### src/rtl/vram_arb_pkg.sv
// Shared types and default widths for the vram read arbiter.
package vram_arb_pkg;

    localparam int unsigned VRAM_ADDR_W  = 15;
    localparam int unsigned VRAM_DATA_W  = 13;
    localparam int unsigned STARVE_CNT_W = 8;

    // Owner of an in-flight read in the response pipe.
    typedef enum logic [1:0] {
        TAG_NONE,
        TAG_DISP,
        TAG_SPR
    } vram_tag_e;

endpackage

### src/rtl/vram_resp_pipe.sv
// Two-stage tagged response pipe: tags each grant, captures vram data one
// cycle later and presents it with a per-requester valid two cycles after
// the grant.
//   clk, rst_n        : clock, async active-low reset
//   disp_gnt_i        : display granted this cycle
//   spr_gnt_i         : sprite granted this cycle
//   vram_data_i       : vram read data (valid the cycle after the grant)
//   disp_rvalid_o     : display response valid (registered)
//   spr_rvalid_o      : sprite response valid (registered)
//   rdata_o           : response data shared by both requesters (registered)
module vram_resp_pipe
    import vram_arb_pkg::*;
#(
    parameter int unsigned DATA_WIDTH = VRAM_DATA_W
) (
    input  logic                  clk,
    input  logic                  rst_n,
    input  logic                  disp_gnt_i,
    input  logic                  spr_gnt_i,
    input  logic [DATA_WIDTH-1:0] vram_data_i,
    output logic                  disp_rvalid_o,
    output logic                  spr_rvalid_o,
    output logic [DATA_WIDTH-1:0] rdata_o
);

    vram_tag_e             tag1_d;
    vram_tag_e             tag1_q;
    logic                  disp_rvalid_q;
    logic                  spr_rvalid_q;
    logic [DATA_WIDTH-1:0] rdata_q;

    // Stage-1 tag from this cycle's grant.
    always_comb begin
        tag1_d = TAG_NONE;
        if (disp_gnt_i) begin
            tag1_d = TAG_DISP;
        end else if (spr_gnt_i) begin
            tag1_d = TAG_SPR;
        end
    end

    // Stage 2 keeps the tag as two one-hot valid flops so outputs come
    // straight from registers.
    always_ff @(posedge clk or negedge rst_n) begin
        if (!rst_n) begin
            tag1_q        <= TAG_NONE;
            disp_rvalid_q <= 1'b0;
            spr_rvalid_q  <= 1'b0;
            rdata_q       <= '0;
        end else begin
            tag1_q        <= tag1_d;
            disp_rvalid_q <= (tag1_q == TAG_DISP);
            spr_rvalid_q  <= (tag1_q == TAG_SPR);
            if (tag1_q != TAG_NONE) begin
                rdata_q <= vram_data_i;
            end
        end
    end

    assign disp_rvalid_o = disp_rvalid_q;
    assign spr_rvalid_o  = spr_rvalid_q;
    assign rdata_o       = rdata_q;

endmodule

### src/rtl/vram_arbiter.sv
// Fixed-priority (display first) read arbiter for one synchronous-read vram,
// with a starvation counter that forces a sprite grant after STARVE_LIMIT
// consecutive denied sprite cycles. Responses return two cycles after grant.
//   clk, rst_n                 : clock, async active-low reset
//   disp_req/addr/gnt          : display request, address, grant (comb)
//   disp_rvalid/rdata          : display response (registered)
//   spr_req/addr/gnt           : sprite request, address, grant (comb)
//   spr_rvalid/rdata           : sprite response (registered)
//   vram_addr                  : address driven to vram (comb)
//   vram_data                  : vram read data, one cycle after address
module vram_arbiter
    import vram_arb_pkg::*;
#(
    parameter int unsigned ADDR_WIDTH   = VRAM_ADDR_W,
    parameter int unsigned DATA_WIDTH   = VRAM_DATA_W,
    parameter int unsigned STARVE_LIMIT = 7
) (
    input  logic                  clk,
    input  logic                  rst_n,
    input  logic                  disp_req,
    input  logic [ADDR_WIDTH-1:0] disp_addr,
    output logic                  disp_gnt,
    output logic                  disp_rvalid,
    output logic [DATA_WIDTH-1:0] disp_rdata,
    input  logic                  spr_req,
    input  logic [ADDR_WIDTH-1:0] spr_addr,
    output logic                  spr_gnt,
    output logic                  spr_rvalid,
    output logic [DATA_WIDTH-1:0] spr_rdata,
    output logic [ADDR_WIDTH-1:0] vram_addr,
    input  logic [DATA_WIDTH-1:0] vram_data
);

    localparam logic [STARVE_CNT_W-1:0] STARVE_MAX = STARVE_CNT_W'(STARVE_LIMIT);

    logic [STARVE_CNT_W-1:0] starve_cnt_d;
    logic [STARVE_CNT_W-1:0] starve_cnt_q;
    logic [ADDR_WIDTH-1:0]   last_addr_d;
    logic [ADDR_WIDTH-1:0]   last_addr_q;
    logic                    spr_force;
    logic [DATA_WIDTH-1:0]   pipe_rdata;

    // Grant selection, vram address mux and starvation counter update.
    // Grants are gated by rst_n so nothing is accepted while in reset.
    always_comb begin
        disp_gnt     = 1'b0;
        spr_gnt      = 1'b0;
        vram_addr    = last_addr_q;
        starve_cnt_d = '0;
        spr_force    = spr_req && (starve_cnt_q == STARVE_MAX);

        if (rst_n) begin
            if (spr_force) begin
                spr_gnt = 1'b1;
            end else if (disp_req) begin
                disp_gnt = 1'b1;
            end else if (spr_req) begin
                spr_gnt = 1'b1;
            end
        end

        if (disp_gnt) begin
            vram_addr = disp_addr;
        end else if (spr_gnt) begin
            vram_addr = spr_addr;
        end
        // Without a grant vram_addr already equals last_addr_q.
        last_addr_d = vram_addr;

        if (spr_req && !spr_gnt) begin
            starve_cnt_d = (starve_cnt_q == STARVE_MAX) ? starve_cnt_q
                                                        : starve_cnt_q + STARVE_CNT_W'(1);
        end
    end

    always_ff @(posedge clk or negedge rst_n) begin
        if (!rst_n) begin
            starve_cnt_q <= '0;
            last_addr_q  <= '0;
        end else begin
            starve_cnt_q <= starve_cnt_d;
            last_addr_q  <= last_addr_d;
        end
    end

    vram_resp_pipe #(
        .DATA_WIDTH (DATA_WIDTH)
    ) u_resp_pipe (
        .clk           (clk),
        .rst_n         (rst_n),
        .disp_gnt_i    (disp_gnt),
        .spr_gnt_i     (spr_gnt),
        .vram_data_i   (vram_data),
        .disp_rvalid_o (disp_rvalid),
        .spr_rvalid_o  (spr_rvalid),
        .rdata_o       (pipe_rdata)
    );

    assign disp_rdata = pipe_rdata;
    assign spr_rdata  = pipe_rdata;

endmodule

### config.mk
export PLATFORM = sky130hd
export DESIGN_NAME = vram_arbiter
export DESIGN_NICKNAME = d
export VERILOG_FILES = /design/src/rtl/vram_arb_pkg.sv /design/src/rtl/vram_resp_pipe.sv /design/src/rtl/vram_arbiter.sv
export SDC_FILE = /design/constraint.sdc
export NUM_CORES = 1
export LEC_CHECK = 0
export BUFFER_PORTS_ARGS = -buffer_cell sky130_fd_sc_hd__buf_2
export CELL_PAD_IN_SITES_DETAIL_PLACEMENT = 0
export CELL_PAD_IN_SITES_GLOBAL_PLACEMENT = 2
export CORE_ASPECT_RATIO = 0.75
export CORE_MARGIN = 1
export CORE_UTILIZATION = 31
export CTS_BUF_LIST = sky130_fd_sc_hd__clkbuf_4 sky130_fd_sc_hd__clkbuf_8
export DETAILED_ROUTE_END_ITERATION = 6
export PLACE_DENSITY_LB_ADDON = 0.1
export SLEW_MARGIN = 40
export SYNTH_ARGS = -nofsm -noshare
export SYNTH_HDL_FRONTEND = slang
export SYNTH_SLANG_ARGS = --single-unit
### constraint.sdc
create_clock -name clk -period 2.59 [get_ports clk]
set_input_delay 0.1295 -clock clk [delete_from_list [all_inputs] [get_ports clk]]
set_output_delay 0.1295 -clock clk [all_outputs]
set_load 0.01 [all_outputs]
* Word-level counts from Yosys, hierarchy flattened
Cells that the tools add are included.
** Storage, ports and cells
- Memories :: 0
- Register bits :: 40
- Memory bits (read-only) :: 0
- Memory bits (writable) :: 0
- Input port bits :: 47
- Latch bits :: 0
- Word-level logic and storage cells :: 28
** Cells by class
- Divide/modulo/power cells :: 0
- Equality and inequality tests :: 4
- Bitwise operators :: 0
- Multiplexer cells :: 13
- $lt $le $gt $ge :: 0
- Reduce and logical (&&, ||, !) cells :: 4
- Multipliers :: 0
- Shift-type cells :: 0
- Add/subtract/negate cells :: 1
** Operator list (number)
- 15-bit 2-to-1 mux :: 2
- 8-bit 2-to-1 mux :: 2
- 8-bit by 1-bit adder with 8-bit output, second input constant :: 1
- 8-bit by 3-bit == test with 1-bit output, second input constant :: 1
- 1-bit 2-to-1 mux :: 7
- 2-bit 2-to-1 mux :: 2
- 2-bit by 1-bit == test with 1-bit output, second input constant :: 1
- 2-bit == test, second input constant :: 1
- 1-bit logical AND :: 2
- 2-bit != test, second input constant :: 1
- 2-bit nonzero test :: 1
- 1-bit zero test :: 1

* Depth between registers and ports, before layout
- Depth in word-level cells :: 7
- Gate-level depth with buffers :: 5

* Modules after synthesis
From an unflattened synthesis, not the netlist that was laid out.
** Second synthesis, totals
- Cells, all modules :: 204
- Area, all modules :: 2199.6 um^2
** By module, submodules not included
- vram_arbiter :: sequential area each 575.6 um^2, times used 1, area an instance 1535.2 um^2, cells an instance 169
- vram_resp_pipe :: sequential area each 425.4 um^2, times used 1, area an instance 664.4 um^2, cells an instance 35

* Least setup slack after synthesis
OpenSTA, ideal clock, no wires.
- Kind :: reg2reg
- From :: register starve_cnt_q[0]
- To :: register last_addr_q[10]
- Slack :: 0.931 ns
- Arrival time :: 1.514 ns
- Path buffers :: 1
- Stages on the path, launching flop included :: 6
- Required time :: 2.445 ns
- Period minus slack after synthesis :: 1.659 ns
- Setup time :: 0.145 ns
- Path through :: dfrtp_1 -> ha_1 -> and4bb_4 -> a31o_4 -> buf_6 -> o221a_1
** Between the ends
- Word-level cells in the longest chain between the ends :: 6
** RTL lines
- start, declared :: line vram_arbiter.sv:37 : logic [STARVE_CNT_W-1:0] starve_cnt_q;
- start signal, assigned :: line vram_arbiter.sv:81 : starve_cnt_q <= starve_cnt_d;
- 8-bit by 3-bit == test with 1-bit output * :: line vram_arbiter.sv:50 : spr_force = spr_req && (starve_cnt_q == STARVE_MAX);
- 1-bit logical AND * :: line vram_arbiter.sv:50
- 1-bit 2-to-1 mux :: line vram_arbiter.sv:53 : if (spr_force) begin
- 1-bit 2-to-1 mux :: line vram_arbiter.sv:52 : if (rst_n) begin
- 15-bit 2-to-1 mux :: line vram_arbiter.sv:64 : end else if (spr_gnt) begin
- 15-bit 2-to-1 mux * :: line vram_arbiter.sv:62 : if (disp_gnt) begin
- via vram_addr[10] :: line vram_arbiter.sv:30 : output logic [ADDR_WIDTH-1:0] vram_addr,
- end signal, assigned :: line vram_arbiter.sv:82 : last_addr_q <= last_addr_d;
- end, declared :: line vram_arbiter.sv:39 : logic [ADDR_WIDTH-1:0] last_addr_q;
The timed path passes the listed nets; every way through them passes the cells marked *.
A chain may end at the register's enable or synchronous reset.

* Final worst setup path
- From :: input rst_n
- To :: output vram_addr[11]
** Between the ends
- Word-level cells in the longest chain between the ends :: 3
** RTL lines
- start, declared :: line vram_arbiter.sv:19 : input logic rst_n,
- 1-bit 2-to-1 mux :: line vram_arbiter.sv:52
- 15-bit 2-to-1 mux :: line vram_arbiter.sv:64
- 15-bit 2-to-1 mux * :: line vram_arbiter.sv:62
- end, declared :: line vram_arbiter.sv:30
Every way passes the cells marked *; elsewhere a longest branch is shown, timed or not.

==> flow_summary_export.csv <==
group,metric,value,unit
status,status,"finished with violations",
status,violations,"design-rule violations",
floorplanning,core_region_area,6470,um^2
timing,slew_headroom,71.3,%
timing,fin_tns_setup,0,ps
clocking,cts_tree,"built",
clocking,clkTransAtPathRegs,80,ps
yosys,yosys-top-cells-count,"40 x dfrtp_1, 33 x nor2_1, 16 x nor3_1",
floorplanning,initial_core_util,32.9,%
floorplanning,die_h,73.8,um
cells_and_area,syn_to_final_growth,26.6,%
setup_path,r2r-end,"last_addr_q[9]",
route,wire_per_inst,14.4,um
setup_path,rrSetupSlack,840,ps
setup_path,critical_path_class,"input port to output port",
min_path,hold_start,"vram_data[7]",
yosys,synth_edf_count,0,
grt,track_usage,15.3,%
placed_design,globalplace.congestion,0.714,
cells_and_area,n_fill_cell,642,
setup_path,rr_worst_depth,4,
setup_path,path_delay_family,"buffers and inverters",
yosys,synth_mux_area_share,6.86,%
setup_path,crit_buf_inv,4,
clocking,insertion_delay,290,ps
clocking,htreeDepth,2,
yosys,yosys.area.top_type_share,46.9,%
yosys,syn_area_per_cell,10.3,um^2
yosys,ys.warnings.count,0,
timing,finalCritPeriodShare,85.8,%
setup_path,cpPeakStageDelay,520,ps
yosys,synth_fp_nets,255,
setup_path,cp-end-kind,"output port",
yosys,synth_compound_area_share,18.2,%
route,dr.first_iter.drc_count,66,
timing,drv_slew,0,
yosys,yosysSeqAreaShare,46.9,%
cells_and_area,final_core_util,41.7,%
route,ant_nets,0,
setup_path,cp_slowest_cell,"dlygate4sd3_1",
setup_path,crit-reg2reg-launch,"starve_cnt_q[0]",
timing,period_needed,2220,ps
flow_run,cap_violations,0,
grt,antenna_found_initial,0,
clocking,cts.sinks,40,
timing,setup_viol,0,
yosys,synth_top_family_by_area,"simple AND/OR/NAND/NOR gates",
route,drtPass1Iterations,7,
floorplanning,die-width,97.8,um
yosys,synth.largest_area_cell,"dfrtp_1",
floorplanning,rows,25,
route,vias,1805,
min_path,hp-class,"input port to flip-flop",
min_path,whs_path_depth,2,
min_path,min_delay_worst_endpoint,"u_resp_pipe.rdata_o[7]",
yosys,synth-seq-cells,40,
clocking,cts_buffer_depth,2,
route,routed_wl,5280,um
setup_path,arrival,2090,ps
yosys,ys.flop_type,"dfrtp_1",
grt,grt_pass1_wl,8730,um
setup_path,timing.critical_path.mode_cell,"buf_2",
yosys,ys_top_cells_by_area,"dfrtp_1 47%, mux2_2 6.9%, nor2_1 5.8%, a211oi_1 5.3%, o221a_1 5.3%",
grt,gr-total-overflow,0,
yosys,synth_fa_ha_area_share,0.587,%
grt,grt_start_max_net_pins,33,
setup_path,path_cells,"dlygate4sd3_1, buf_2, buf_4, nor2_1, a211oi_1, o221a_1, buf_2",
timing,hold_violations,0,
cells_and_area,diodes,0,
setup_path,critPathLaunchType,"input port",
setup_path,worst-path-max-fanout,32,
yosys,yosysMostFrequentCell,"dfrtp_1",
route,via_per_inst,4.93,
cells_and_area,layout-drive-gt1-share,44.6,%
placed_design,portBuffers,91,
timing,rsz0062_at_grt,"false",
power_and_ir_drop,p_leak,1.22,nW
power_and_ir_drop,ir_drop,0.000242,V
yosys,syn-instance-count,207,
placed_design,dp_hpwl,3800,um
setup_path,critPathRequiredTime,2460,ps
grt,grt_pass1_vias,1776,
cells_and_area,final_net_count,333,
power_and_ir_drop,cellPowerDensity,641,nW/um^2
clocking,cts_buffers,5,
clocking,root_buffer,"clkbuf_8",
floorplanning,ioPinCount,92,
yosys,yosys.area_share.simple,18.3,%
route,drc_errors,12,
yosys,synth_cell_type_count,34,
timing,worst_slew_pin_slew,430,ps
yosys,synth_xor_area_share,0.821,%
timing,max_freq,0.450,GHz
timing,clock_skew,6.29,ps
floorplanning,die_area,7220,um^2
power_and_ir_drop,power.total,1.73,mW
yosys,async_reset_ff_share,100,%
yosys,synth_area,2130,um^2
cell families after synthesis:
kind of cell | count (synthesis)
flip-flops | 40
adder cells (fa/ha/maj) | 1
AO/OA/AOI/OAI | 45
multiplexers | 13
AND/OR/NAND/NOR | 77
XOR/XNOR | 2
buffers and inverters | 29
report_power, final:
part           switching [mW]  internal, mW
combinational           0.201         0.189
sequential             0.0448         0.697
clock                   0.219         0.380
total                   0.465          1.27
placed cells by master, fill, tap and decap left out, types with 2 or more instances in the layout:
master and count:
o221a_2 5, nor2_1 33, bufinv_16 2, o221ai_1 2, inv_1 3, a21oi_1 4, or3_1 4, clkbuf_8 5
dfrtp_1 40, o21ai_0 5, o221a_1 10, buf_2 91, mux2_2 13, xor2_1 2, nand2_1 7, nand3_1 3
buf_4 5, nor3_1 16, a211oi_1 15, nor2b_1 3, and2_1 4
sequential cells by signal, indices dropped and copies added (netlist names):
signal / flops
u_resp_pipe.spr_rvalid_o: 1
u_resp_pipe.tag1_q: 2
starve_cnt_q: 8
last_addr_q: 15
u_resp_pipe.rdata_o: 13
u_resp_pipe.disp_rvalid_o: 1
worst max-delay path by stage:
stage                     from         endpoint  depth (start not counted)
2_1_floorplan  starve_cnt_q[0]  last_addr_q[10]                          5
3_3_place_gp   starve_cnt_q[0]     vram_addr[9]                          5
3_5_place_dp   starve_cnt_q[0]     vram_addr[9]                          5
4_1_cts                  rst_n    vram_addr[11]                          7
5_1_grt                  rst_n    vram_addr[11]                          7
6_report                 rst_n    vram_addr[11]                          7
stage by stage:
| stage | hold WS, ps | area, um^2 | instances | worst slack (ps) |
|---|---|---|---|---|
| floorplan | -166 | 2130 | 207 | 931 |
| global placement | 33.2 | 2560 | 358 | 700 |
| detailed placement | 31.8 | 2560 | 358 | 672 |
| CTS | 59.7 | 2700 | 366 | 316 |
| global route | 54.5 | 2700 | 366 | 114 |
| finish | 67.7 | 2700 | 366 | 368 |
per-layer routing:
metal / up-vias / share of wire, % / GRT usage, %
met5: - / 0 / 0
met4: 0 / 0.25 / 3.54
met3: 2 / 6.0 / 4.66
met2: 50 / 46 / 24.4
met1: 848 / 48 / 20.5
li1: 905 / - / -
layout make-up:
type                            instances  area (um^2)  area share (%)
Sequential cell                        40         1000            37.1
Multi-Input combinational cell        138          956            35.4
Timing Repair Buffer                   97          503            18.6
Inverter                                3         11.3           0.417
Clock inverter                          2         60.1            2.22
Clock buffer                            5         68.8            2.55
Tap cell                               81          101            3.75
repair_timing:
| action | 4_1_cts | 5_1_grt |
|---|---|---|
| gates resized for setup | 0 | 0 |
| endpoints found under the hold margin | 8 | 0 |
| setup buffers | 0 | 0 |
| hold buffers | 1 | 0 |
No activity file was read; power rests on OpenSTA's default activity.
